**config.mk**
```make
export PLATFORM = sky130hd
export DESIGN_NAME = io_port_bridge_flat
export DESIGN_NICKNAME = d
export VERILOG_FILES = /design/src/rtl/io_port_bridge_if.sv /design/src/rtl/io_port_bridge.sv /design/src/flat_wrapper.sv
export SDC_FILE = /design/constraint.sdc
export NUM_CORES = 1
export LEC_CHECK = 0
export CAP_MARGIN = 10
export CORE_ASPECT_RATIO = 0.75
export CORE_MARGIN = 3
export CORE_UTILIZATION = 45
export DETAILED_ROUTE_END_ITERATION = 8
export PLACE_DENSITY = 0.67
export RECOVER_POWER = 100
export SLEW_MARGIN = 15
export SYNTH_ARGS = -nofsm -noshare
export SYNTH_HDL_FRONTEND = slang
export SYNTH_SLANG_ARGS = --single-unit
```
**constraint.sdc**
```tcl
create_clock -name clk -period 2.5 [get_ports clk]
set_input_delay 0.5 -clock clk [delete_from_list [all_inputs] [get_ports clk]]
set_output_delay 0.5 -clock clk [all_outputs]
set_load 0.005 [all_outputs]
```
**src/rtl/io_port_bridge_if.sv**
```systemverilog
// Port-side bundle between the core's IN/OUT ports, the bridge and the external byte device.
// The slave view is the bridge; the master view is whatever drives the core/device side.
interface io_port_bridge_if #(
   parameter int WIDTH = 8
);
   logic [WIDTH-1:0] Out_Port;
   logic             out_wr;
   logic [WIDTH-1:0] IN_Port;
   logic             in_rd;
   logic             Interrupt;
   logic [WIDTH-1:0] dev_rx_data;
   logic             dev_rx_valid;
   logic             dev_rx_ready;
   logic [WIDTH-1:0] dev_tx_data;
   logic             dev_tx_valid;
   logic             dev_tx_ready;
   logic             tx_full;
   logic             tx_overflow;

   modport slave (
      input  Out_Port, out_wr, in_rd, dev_rx_data, dev_rx_valid, dev_tx_ready,
      output IN_Port, Interrupt, dev_rx_ready, dev_tx_data, dev_tx_valid, tx_full, tx_overflow
   );

   modport master (
      output Out_Port, out_wr, in_rd, dev_rx_data, dev_rx_valid, dev_tx_ready,
      input  IN_Port, Interrupt, dev_rx_ready, dev_tx_data, dev_tx_valid, tx_full, tx_overflow
   );
endinterface

```
**src/rtl/io_port_bridge.sv**
```systemverilog
// Port-side I/O bridge: RX FIFO (device -> core, with one interrupt pulse per byte)
// and TX FIFO (core -> device, with sticky overflow flag).
module io_port_bridge #(
   parameter int DEPTH = 4,
   parameter int WIDTH = 8
) (
   input logic            clk,
   input logic            rst,
   io_port_bridge_if.slave bus_io
);
   localparam int AW = (DEPTH > 1) ? $clog2(DEPTH) : 1;
   localparam int CW = AW + 1;
   localparam logic [CW-1:0] FULL_CNT = CW'(DEPTH);

   typedef enum logic {ST_IDLE, ST_PENDING} irq_state_t;

   logic [WIDTH-1:0] rx_mem_q [DEPTH];
   logic [AW-1:0]    rx_wptr_q, rx_rptr_q;
   logic [CW-1:0]    rx_count_q;
   logic [WIDTH-1:0] tx_mem_q [DEPTH];
   logic [AW-1:0]    tx_wptr_q, tx_rptr_q;
   logic [CW-1:0]    tx_count_q;
   logic             tx_overflow_q;
   irq_state_t       state_q, state_d;
   logic             irq_q, irq_d;

   logic rx_full, rx_empty, rx_push, rx_pop;
   logic tx_full_w, tx_empty, tx_push, tx_pop;

   assign rx_full  = (rx_count_q == FULL_CNT);
   assign rx_empty = (rx_count_q == '0);
   assign tx_full_w = (tx_count_q == FULL_CNT);
   assign tx_empty = (tx_count_q == '0);

   // Ready is based on the registered count alone, so a full RX never accepts during a pop.
   assign rx_push = bus_io.dev_rx_valid & ~rx_full;
   assign rx_pop  = bus_io.in_rd & ~rx_empty;
   assign tx_pop  = ~tx_empty & bus_io.dev_tx_ready;
   assign tx_push = bus_io.out_wr & (~tx_full_w | tx_pop);

   always_ff @(posedge clk) begin
      if (rx_push) rx_mem_q[rx_wptr_q] <= bus_io.dev_rx_data;
      if (tx_push) tx_mem_q[tx_wptr_q] <= bus_io.Out_Port;
   end

   always_ff @(posedge clk or posedge rst) begin
      if (rst) begin
         rx_wptr_q  <= '0;
         rx_rptr_q  <= '0;
         rx_count_q <= '0;
      end else begin
         if (rx_push) rx_wptr_q <= rx_wptr_q + AW'(1);
         if (rx_pop)  rx_rptr_q <= rx_rptr_q + AW'(1);
         case ({rx_push, rx_pop})
            2'b10:   rx_count_q <= rx_count_q + CW'(1);
            2'b01:   rx_count_q <= rx_count_q - CW'(1);
            default: rx_count_q <= rx_count_q;
         endcase
      end
   end

   always_ff @(posedge clk or posedge rst) begin
      if (rst) begin
         tx_wptr_q     <= '0;
         tx_rptr_q     <= '0;
         tx_count_q    <= '0;
         tx_overflow_q <= 1'b0;
      end else begin
         if (tx_push) tx_wptr_q <= tx_wptr_q + AW'(1);
         if (tx_pop)  tx_rptr_q <= tx_rptr_q + AW'(1);
         case ({tx_push, tx_pop})
            2'b10:   tx_count_q <= tx_count_q + CW'(1);
            2'b01:   tx_count_q <= tx_count_q - CW'(1);
            default: tx_count_q <= tx_count_q;
         endcase
         if (bus_io.out_wr & ~tx_push) tx_overflow_q <= 1'b1;
      end
   end

   always_ff @(posedge clk or posedge rst) begin
      if (rst) begin
         state_q <= ST_IDLE;
         irq_q   <= 1'b0;
      end else begin
         state_q <= state_d;
         irq_q   <= irq_d;
      end
   end

   always_comb begin
      state_d = state_q;
      case (state_q)
         ST_IDLE:    if (!rx_empty) state_d = ST_PENDING;
         ST_PENDING: if (rx_pop)    state_d = ST_IDLE;
         default:    state_d = ST_IDLE;
      endcase
   end

   // Re-armed only by a pop, so each byte yields exactly one pulse.
   always_comb begin
      irq_d = (state_q == ST_IDLE) && !rx_empty;
   end

   assign bus_io.IN_Port      = rx_empty ? '0 : rx_mem_q[rx_rptr_q];
   assign bus_io.Interrupt    = irq_q;
   assign bus_io.dev_rx_ready = ~rx_full;
   assign bus_io.dev_tx_data  = tx_mem_q[tx_rptr_q];
   assign bus_io.dev_tx_valid = ~tx_empty;
   assign bus_io.tx_full      = tx_full_w;
   assign bus_io.tx_overflow  = tx_overflow_q;
endmodule

```
**src/flat_wrapper.sv**
```systemverilog
// flat-port wrapper written by rule: the top's interface ports become plain ports
module io_port_bridge_flat 
#(
   parameter int DEPTH = 4,
   parameter int WIDTH = 8
)
  (clk, rst, bus_io_Out_Port, bus_io_out_wr, bus_io_in_rd, bus_io_dev_rx_data, bus_io_dev_rx_valid, bus_io_dev_tx_ready, bus_io_IN_Port, bus_io_Interrupt, bus_io_dev_rx_ready, bus_io_dev_tx_data, bus_io_dev_tx_valid, bus_io_tx_full, bus_io_tx_overflow);
  io_port_bridge_if #(.WIDTH(WIDTH)) bus_io_i ();
  input logic clk;
  input logic rst;
  input wire logic [$bits(bus_io_i.Out_Port)-1:0] bus_io_Out_Port;
  input wire logic [$bits(bus_io_i.out_wr)-1:0] bus_io_out_wr;
  input wire logic [$bits(bus_io_i.in_rd)-1:0] bus_io_in_rd;
  input wire logic [$bits(bus_io_i.dev_rx_data)-1:0] bus_io_dev_rx_data;
  input wire logic [$bits(bus_io_i.dev_rx_valid)-1:0] bus_io_dev_rx_valid;
  input wire logic [$bits(bus_io_i.dev_tx_ready)-1:0] bus_io_dev_tx_ready;
  output wire logic [$bits(bus_io_i.IN_Port)-1:0] bus_io_IN_Port;
  output wire logic [$bits(bus_io_i.Interrupt)-1:0] bus_io_Interrupt;
  output wire logic [$bits(bus_io_i.dev_rx_ready)-1:0] bus_io_dev_rx_ready;
  output wire logic [$bits(bus_io_i.dev_tx_data)-1:0] bus_io_dev_tx_data;
  output wire logic [$bits(bus_io_i.dev_tx_valid)-1:0] bus_io_dev_tx_valid;
  output wire logic [$bits(bus_io_i.tx_full)-1:0] bus_io_tx_full;
  output wire logic [$bits(bus_io_i.tx_overflow)-1:0] bus_io_tx_overflow;
  assign bus_io_i.Out_Port = bus_io_Out_Port;
  assign bus_io_i.out_wr = bus_io_out_wr;
  assign bus_io_i.in_rd = bus_io_in_rd;
  assign bus_io_i.dev_rx_data = bus_io_dev_rx_data;
  assign bus_io_i.dev_rx_valid = bus_io_dev_rx_valid;
  assign bus_io_i.dev_tx_ready = bus_io_dev_tx_ready;
  assign bus_io_IN_Port = bus_io_i.IN_Port;
  assign bus_io_Interrupt = bus_io_i.Interrupt;
  assign bus_io_dev_rx_ready = bus_io_i.dev_rx_ready;
  assign bus_io_dev_tx_data = bus_io_i.dev_tx_data;
  assign bus_io_dev_tx_valid = bus_io_i.dev_tx_valid;
  assign bus_io_tx_full = bus_io_i.tx_full;
  assign bus_io_tx_overflow = bus_io_i.tx_overflow;
  io_port_bridge #(.DEPTH(DEPTH), .WIDTH(WIDTH)) u_core (.clk(clk), .rst(rst), .bus_io(bus_io_i));
endmodule
```
* After elaboration in Yosys (flattened, before gate mapping)
Memories as Yosys holds them, arrays and structs flattened.
Cells that the tools add are included.
Widths: inputs -> output; s select.
** Word-level totals
- Register bits after elaboration :: 17
- Bits in writable memories :: 64
- Input port bits :: 22
- Output and inout bits :: 21
- Word-level logic and storage cells :: 53
- Memories :: 2
** Memories
- u_core.rx_mem_q :: depth 4, bits a word 8, read ports 1, clocked after Yosys merged registers in 0, write ports 1, line io_port_bridge.sv:17 : logic [WIDTH-1:0] rx_mem_q [DEPTH];
- u_core.tx_mem_q :: depth 4, bits a word 8, read ports 1, clocked after Yosys merged registers in 0, write ports 1, line io_port_bridge.sv:20 : logic [WIDTH-1:0] tx_mem_q [DEPTH];
** Cells by class
- $add $sub $neg :: 8
- Equal/unequal tests :: 6
- Mux-type cells :: 10
- Bitwise logic cells :: 12
- Reductions and logical operators :: 6
** Operators by type and width (count)
- $pmux 3 s2 :: 2
- $add 2x1->2 const B :: 4
- $mux 8 :: 1
- $add 3x1->3 const B :: 2
- $eq 3x3->1 const B :: 2
- $logic_not 3->1 :: 2
- $mux 1 :: 6
- $not 1->1 :: 6
- $sub 3x1->3 const B :: 2
- $and 1x1->1 :: 5
- $eq 2x1->1 const B :: 2
- $eq 2x2->1 const B :: 2
- $reduce_bool 2->1 :: 2
- $pmux 1 s2 :: 1
- $logic_and 1x1->1 :: 1
- $logic_not 1->1 :: 1
- $or 1x1->1 :: 1

* Depth between registers and ports, before layout
Gate-level depths: netlist of the first run.
- Depth after elaboration :: 7
- Depth in mapped cells :: 9
- Depth with buffers taken out :: 9

* Worst setup path before layout of the first run
No wires, ideal clock.
- Kind :: reg2reg
- From :: register u_core.rx_count_q[0]
- To :: register u_core.rx_count_q[2]
- Library setup time :: 79 ps
- Data arrival time :: 2071 ps
- Required time :: 2421 ps
- Slack :: 350 ps
- Stages on the path, launching flop included :: 10
- Buffers on the path :: 0
- Period minus slack after synthesis :: 2150 ps
- Cells stage by stage :: dfrtp_1 or3b_4 and2_4 inv_1 ha_1 inv_1 fa_1 xor2_1 nor2_1 xor2_1
** On the way
- Longest elaborated chain between the ends :: 5
- Elaborated cells on any way between the ends :: 12
- Those cells by class :: add/sub: 2; eq/ne: 3; mux: 1; bitwise: 4; reduce/logical: 2
** RTL lines
- start, declared :: line io_port_bridge.sv:19 : logic [CW-1:0] rx_count_q;
- start signal, assigned :: line io_port_bridge.sv:55 : 2'b10: rx_count_q <= rx_count_q + CW'(1);
- start signal, assigned :: line io_port_bridge.sv:56 : 2'b01: rx_count_q <= rx_count_q - CW'(1);
- start signal, assigned :: line io_port_bridge.sv:57 : default: rx_count_q <= rx_count_q;
- $eq 3x3->1 (*) :: line io_port_bridge.sv:30 : assign rx_full = (rx_count_q == FULL_CNT);
- $not 1->1 (*)
- named net bus_io_dev_rx_ready :: line flat_wrapper.sv:19 : output wire logic [$bits(bus_io_i.dev_rx_ready)-1:0] bus_io_dev_rx_ready;
- $and 1x1->1 (*) :: line io_port_bridge.sv:36 : assign rx_push = bus_io.dev_rx_valid & ~rx_full;
- $eq 2x1->1 or $eq 2x2->1 (tied branches) :: line io_port_bridge.sv:54 : case ({rx_push, rx_pop})
- $pmux 3 s2 or $reduce_bool 2->1 (tied branches)
Mark *: on every way through the listed nets, which the timed path passes. The rest lies on a longest branch.
A chain may end at the register's enable or synchronous reset.

* Worst setup path in the final report of the first run
- From :: register u_core.rx_rptr_q[0]
- To :: output bus_io_IN_Port[1]
** On the way
- Longest elaborated chain between the ends :: 2
** RTL lines
- start, declared :: line io_port_bridge.sv:18 : logic [AW-1:0] rx_wptr_q, rx_rptr_q;
- start signal, assigned :: line io_port_bridge.sv:53 : if (rx_pop) rx_rptr_q <= rx_rptr_q + AW'(1);
- $mem_v2 4x8
- $mux 8 :: line io_port_bridge.sv:104 : assign bus_io.IN_Port = rx_empty ? '0 : rx_mem_q[rx_rptr_q];
- end, declared :: line flat_wrapper.sv:17 : output wire logic [$bits(bus_io_i.IN_Port)-1:0] bus_io_IN_Port;
Every way passes these cells.

==> results of run 1 <==
-- how the worst max path moves through the flow --
stage                                          start                               end  depth (start not counted)
detailed placement               bus_io_dev_tx_ready  u_core.tx_count_q[2]$_DFFE_PP0P_                         10
global route         u_core.rx_rptr_q[0]$_DFFE_PP0P_                 bus_io_IN_Port[1]                          4
global placement                 bus_io_dev_tx_ready  u_core.tx_count_q[2]$_DFFE_PP0P_                         10
finish               u_core.rx_rptr_q[0]$_DFFE_PP0P_                 bus_io_IN_Port[1]                          4
CTS                  u_core.rx_rptr_q[0]$_DFFE_PP0P_                 bus_io_IN_Port[0]                          4
floorplan           u_core.rx_count_q[0]$_DFFE_PP0P_  u_core.rx_count_q[2]$_DFFE_PP0P_                          9
-- metal layers --
metal,vias to the layer above,GRT usage [%]
met1,831,19.0
met5,-,0
met4,0,5.50
li1,775,-
met3,2,4.98
met2,39,21.4
-- cell families (layout without fill, tap and decap cells) --
group	count (synthesis)	count (layout)	share of synthesized area, %
DFF	81	81	71.0
and+or+nand+nor	28	28	5.38
muxes	21	21	12.6
buffers and inverters	17	82	2.01
adders and majority gates	12	12	5.00
xor gates and xnor gates	12	12	3.18
AOI/OAI and AO/OA	3	3	0.795
-- cell usage in the layout, fill, tap and decap left out, types with 2 or more instances in the layout --
cell type        count
nor2b_1              8
and2_0               4
xnor2_1              6
dlymetal6s2s_1       4
inv_1               13
clkbuf_1             2
mux2i_1              3
fa_1                 2
dfrtp_1             17
nand2_1              2
nor2_1               3
clkinv_1             3
clkinvlp_4           2
and3_1               5
mux4_2              16
ha_1                10
dlygate4sd3_1       22
clkbuf_8             9
dlygate4sd2_1        2
buf_4                8
xor2_1               6
edfxtp_1            64
clkdlybuf4s50_1     14
-- through the flow --
step                setup TNS [ns]  cells  hold WS, ns  power [mW]  worst slack, ns
floorplan                        0    174        0.426        3.01            0.350
global route             -0.000976    337        0.498        4.92        -0.000976
finish                           0    337        0.457        4.61           0.0727
global placement                 0    318        0.442        3.79           0.0340
CTS                              0    335        0.468        4.70          0.00368
detailed placement         -0.0184    318        0.447        3.82          -0.0184
-- area by class of cell --
| cell class | instances | area [um2] |
|---|---|---|
| fill | 553 | 2860 |
| sequential | 81 | 2350 |
| multi-input combinational | 76 | 883 |
| timing repair buffer | 53 | 515 |
| clock buffer | 9 | 124 |
| tap | 98 | 123 |
| clock inverter | 7 | 61.3 |
| inverter | 13 | 48.8 |
-- sequential cells by signal, summed over array words and instances, names as in the netlist --
signal,count
u_core.rx_wptr_q,2
u_core.bus_io.Interrupt,1
u_core.rx_rptr_q,2
u_core.state_q,1
u_core.tx_rptr_q,2
u_core.rx_count_q,3
u_core.tx_mem_q,32
u_core.rx_mem_q,32
u_core.tx_count_q,3
u_core.tx_wptr_q,2
u_core.bus_io.tx_overflow,1
-- power breakdown --
part           leakage, nW  switching (mW)  internal [mW]
Sequential           0.783           0.228           1.83
Combinational        0.686           0.664           1.00
Clock               0.0877           0.433          0.449
Total                 1.56            1.32           3.28
-- what timing repair did --
item | in CTS | in global routing
setup endpoints to repair | 3 | 5
hold buffers | 0 | 0
setup buffers | 1 | 2
hold endpoints to repair | 0 | 0
resized for setup | 2 | 4
==> flow_metrics.env, run 1 <==
export IMPL_status="complete, no violations"
export IMPL_min_delay_start="u_core.bus_io.tx_overflow$_DFFE_PP0P_"
export IMPL_clk_pin_slew_worst_paths_ns=0.08
export IMPL_synthArstFlopShare_pct=21.0
export IMPL_yosysUniqueCellTypes=29
export IMPL_overflow=0
export IMPL_worstSetupPathType="register to output port"
export IMPL_drc_errors=0
export IMPL_clk_latency_ns=0.34
export IMPL_peakVddDrop_mv=0.441
export IMPL_reg2reg_from="u_core.rx_count_q[0]$_DFFE_PP0P_"
export IMPL_drtAntennaViolNets=0
export IMPL_highest_layer="met4"
export IMPL_port_buffers=42
export IMPL_rrSetupSlack_ns=0.18
export IMPL_route_vias_total=1647
export IMPL_fp_row_count=26
export IMPL_power_density_nw_per_um2=1120
export IMPL_fmax_mhz=412
export IMPL_min_period_over_period_pct=97.1
export IMPL_start_util_pct=47.5
export IMPL_die_area_um2=8420
export IMPL_synth_top_area_share_pct=58.2
export IMPL_cts_tree="yes"
export IMPL_max_cap_viol_count=0
export IMPL_finalHoldViolCount=0
export IMPL_path_cells="buf_12 > mux4_2 > nor2b_1 > clkdlybuf4s50_1"
export IMPL_postLayoutCoreUtil_pct=58.9
export IMPL_cp_required_ns=2.00
export IMPL_grt_first_pass_wirelength_um=8960
export IMPL_clock_skew_ns=0.00670
export IMPL_period_needed_ns=2.43
export IMPL_final_area_um2=4100
export IMPL_antenna_found_initial=0
export IMPL_synth_edf_count=64
export IMPL_avgSynthCellArea_um2=19.0
export IMPL_max_stage_delay_ns=0.48
export IMPL_synth_common_cells="edfxtp_1 (64), dfrtp_1 (17), mux4_2 (16)"
export IMPL_worstHoldPathCells=1
export IMPL_p_leak_nw=1.56
export IMPL_ys_warnings_count=0
export IMPL_gr_usage_all_layers_pct=14.2
export IMPL_final_layout_size_suffix_gt1_share_pct=17.6
export IMPL_htreeDepth=3
export IMPL_ys_ff_latch=81
export IMPL_cts_buffer_depth=2
export IMPL_synth_most_common_cell="edfxtp_1"
export IMPL_min_to="u_core.bus_io.tx_overflow$_DFFE_PP0P_"
export IMPL_coreArea_um2=6960
export IMPL_drtIter0Drc=85
export IMPL_dr_wl_met3_um=225
export IMPL_reg2reg_to="u_core.rx_count_q[2]$_DFFE_PP0P_"
export IMPL_syn_to_final_growth_pct=24.2
export IMPL_cts_root_buf="clkbuf_8"
export IMPL_antenna_cells=0
export IMPL_syn_nets=208
export IMPL_clock_sinks=81
export IMPL_yosys_top_cells_area="edfxtp_1 (58%), dfrtp_1 (13%), mux4_2 (11%), ha_1 (3.8%), xnor2_1 (1.6%)"
export IMPL_cpLargestDelayFamily="buffers and inverters"
export IMPL_worst_path_max_fanout=9
export IMPL_m1WireLength_um=2460
export IMPL_ios=43
export IMPL_synth_seq_area_share_pct=71.0
export IMPL_setup_violations=0
export IMPL_hp_class="register to register"
export IMPL_gp_congestion=0.684
export IMPL_layout_nets=268
export IMPL_worstMarginPinSlew_ns=0.654
export IMPL_die_width_um=105
export IMPL_r2r_cells=9
export IMPL_worstPathBufferInverterCount=2
export IMPL_synth_cells=174
export IMPL_drv_slew=0
export IMPL_max_slew_margin_pct=56.4
export IMPL_crit_path_end_kind="output port"
export IMPL_dpl_cell_area_um2=3900
export IMPL_dr_wl_met2_um=2570
export IMPL_cts_buffers=9
export IMPL_first_global_vias=1736
export IMPL_synth_main_ff_cell="edfxtp_1"
export IMPL_syn_area_um2=3300
export IMPL_vias_per_cell=4.89
export IMPL_slowest_stage="mux4_2"
export IMPL_worstPathArrival_ns=1.93
export IMPL_drt_total_wl_um=5290
export IMPL_routedWlPerCell_um=15.7
export IMPL_hpwl_um=3630
export IMPL_die_h_um=80.2
export IMPL_grt_start_max_net_pins=18
export IMPL_synth_top_cell_by_area="edfxtp_1"
export IMPL_crit_path_start_kind="register"
export IMPL_drtPass1Iterations=4
Power figures use the tool's default switching activity.
==> run 2: changes to the inputs <==
Settings changed: CORE_UTILIZATION 45 to 54, PLACE_DENSITY 0.67 to 0.78.
==> run 2 against run 1 <==
- worst hold slack better by 0.0091 ns
- critical path depth is 1 higher
- combinational power hardly changed
- sequential power hardly changed
- sequential cell count stayed put
- clock power is 4.2% lower
- critical endpoint is now bus_io_IN_Port[0]
- design area is 1.4% lower
- die area is 16% lower
- maximum frequency is 1.6% higher
- utilization is 10 points higher
- global-route usage is 3.8 points higher
==> flow_metrics.env, run 2 (same netlist as run 1, synthesis figures left out) <==
export IMPL_status="complete, no violations"
export IMPL_p_leak_nw=1.51
export IMPL_crit_path_end_kind="output port"
export IMPL_drtIter0Drc=83
export IMPL_drtAntennaViolNets=0
export IMPL_drtPass1Iterations=4
export IMPL_numPlacedInstances=295
export IMPL_max_cap_viol_count=0
export IMPL_antenna_found_initial=0
export IMPL_max_slew_margin_pct=54.9
export IMPL_worstMarginPinSlew_ns=0.675
export IMPL_final_layout_size_suffix_gt1_share_pct=18.3
export IMPL_cts_buffer_depth=2
export IMPL_worst_path_max_fanout=9
export IMPL_syn_to_final_growth_pct=22.4
export IMPL_rsz0062_at_grt="false"
export IMPL_area_sequential_um2=2350
export IMPL_path_cells="buf_8 > buf_4 > mux4_2 > and2b_1 > dlygate4sd2_1"
export IMPL_fin_cells=313
export IMPL_clock_sinks=81
export IMPL_crit_path_start_kind="register"
export IMPL_fmax_mhz=418
export IMPL_overflow=0
export IMPL_worstPathArrival_ns=1.89
export IMPL_vias_per_cell=5.30
export IMPL_cp_required_ns=2.00
export IMPL_peakVddDrop_mv=0.618
export IMPL_die_h_um=73.7
export IMPL_ios=43
export IMPL_reg_top3="u_core.rx_mem_q (32), u_core.tx_mem_q (32)"
export IMPL_fin_ws_ns=0.110
export IMPL_cts_root_buf="clkbuf_8"
export IMPL_min_period_over_period_pct=95.6
export IMPL_clk_pin_slew_worst_paths_ns=0.08
export IMPL_grt_start_max_net_pins=18
export IMPL_port_buffers=42
export IMPL_drc_errors=0
export IMPL_cts_tree="yes"
export IMPL_first_global_vias=1754
export IMPL_slowest_stage="mux4_2"
export IMPL_clk_latency_ns=0.35
export IMPL_antenna_cells=0
export IMPL_drt_total_wl_um=5550
export IMPL_grt_first_pass_wirelength_um=8930
export IMPL_hpwl_um=3920
export IMPL_layout_commonest_cell="edfxtp_1"
export IMPL_finalHoldViolCount=0
export IMPL_clock_skew_ns=0.00907
export IMPL_layout_nets=264
export IMPL_period_needed_ns=2.39
export IMPL_route_vias_total=1660
export IMPL_die_width_um=96.3
export IMPL_max_stage_delay_ns=0.48
export IMPL_start_util_pct=56.4
export IMPL_mostFrequentLayoutCells="edfxtp_1 (64), dlygate4sd3_1 (22), dfrtp_1 (17)"
export IMPL_coreArea_um2=5860
export IMPL_htreeDepth=3
export IMPL_gp_congestion=0.763
export IMPL_drv_slew=0
export IMPL_cts_buffers=9
export IMPL_fp_row_count=24
export IMPL_hp_class="register to register"
export IMPL_gr_usage_all_layers_pct=18.0
export IMPL_die_area_um2=7100
export IMPL_routedWlPerCell_um=17.7
export IMPL_worstSetupPathType="register to output port"
export IMPL_dp_slack_ns=-0.211
export IMPL_setup_violations=0
export IMPL_power_density_nw_per_um2=1130
export IMPL_multi_input_area_um2=890
export IMPL_fill_cells=402
==> run 2: cell count changes in the layout (fill, tap and decap cells not counted), moves of 2 or more <==
cell / change
clkinv_1: -3
clkinv_4: +2
dlymetal6s2s_1: -3
buf_4: -4
clkdlybuf4s50_1: -2
clkdlybuf4s25_1: +6
==> run 2: path summary, 6_finish.rpt <==
path | startpoint | to | slack [ns] | cells after the start
hold reg to reg | u_core.bus_io.tx_overflow$_DFFE_PP0P_ | u_core.bus_io.tx_overflow$_DFFE_PP0P_ | 0.47 | 1
max in group asynchronous | rst | u_core.tx_wptr_q[0]$_DFFE_PP0P_ | 1.38 | 2
setup / recovery | u_core.rx_rptr_q[0]$_DFFE_PP0P_ | bus_io_IN_Port[0] | 0.11 | 5
min in group asynchronous | rst | u_core.tx_rptr_q[1]$_DFFE_PP0P_ | 0.69 | 2
setup reg to reg | u_core.rx_count_q[0]$_DFFE_PP0P_ | u_core.rx_count_q[2]$_DFFE_PP0P_ | 0.14 | 9
hold / removal | u_core.bus_io.tx_overflow$_DFFE_PP0P_ | u_core.bus_io.tx_overflow$_DFFE_PP0P_ | 0.47 | 1
==> run 2: layout make-up <==
type / count / area share, %
multi-input combinational: 76 / 22.0
inverter: 13 / 1.21
tap: 78 / 2.41
clock inverter: 7 / 1.36
timing repair buffer: 49 / 11.9
clock buffer: 9 / 3.06
sequential: 81 / 58.0
==> run 2: critical path: cells and delay by family, from the launching register on <==
| kind | cells | cell delay, ns |
|---|---|---|
| simple gates | 1 | 0.17 |
| flops | 1 | 0.36 |
| buf+inv | 3 | 0.53 |
| mux | 1 | 0.48 |
==> run 2: power breakdown <==
part           total [mW]  switching [mW]  leakage [nW]  internal, mW
combinational        1.66           0.681         0.633         0.980
clock               0.845           0.475        0.0915         0.370
sequential           2.06           0.227         0.783          1.83
==> run 2: stage by stage <==
stage                     TNS (ns)  hold WS, ns  util, %  area, um2  total power [mW]
after floorplan                  0        0.426        -       3300              3.01
after global placement           0        0.438     65.6       3840              3.66
after detailed placement    -0.211        0.453     65.6       3840              3.80
after CTS                        0        0.466     68.8       4030              4.66
after global routing             0        0.487     69.1       4040              4.87
final                            0        0.466     69.1       4040              4.57
==> run 2: per-layer routing <==
| layer | global-route usage [%] | share of wire, % | vias up |
|---|---|---|---|
| met5 | 0 | 0 | - |
| met4 | 4.82 | 0.63 | 0 |
| met3 | 8.60 | 4.9 | 4 |
| met2 | 27.8 | 51 | 31 |
| met1 | 23.2 | 43 | 856 |
| li1 | - | - | 769 |
==> run 2: repair_timing <==
item,in CTS,in global routing
resized for setup,2,10
setup buffers,1,1
hold buffers,0,0
setup endpoints to repair,8,12
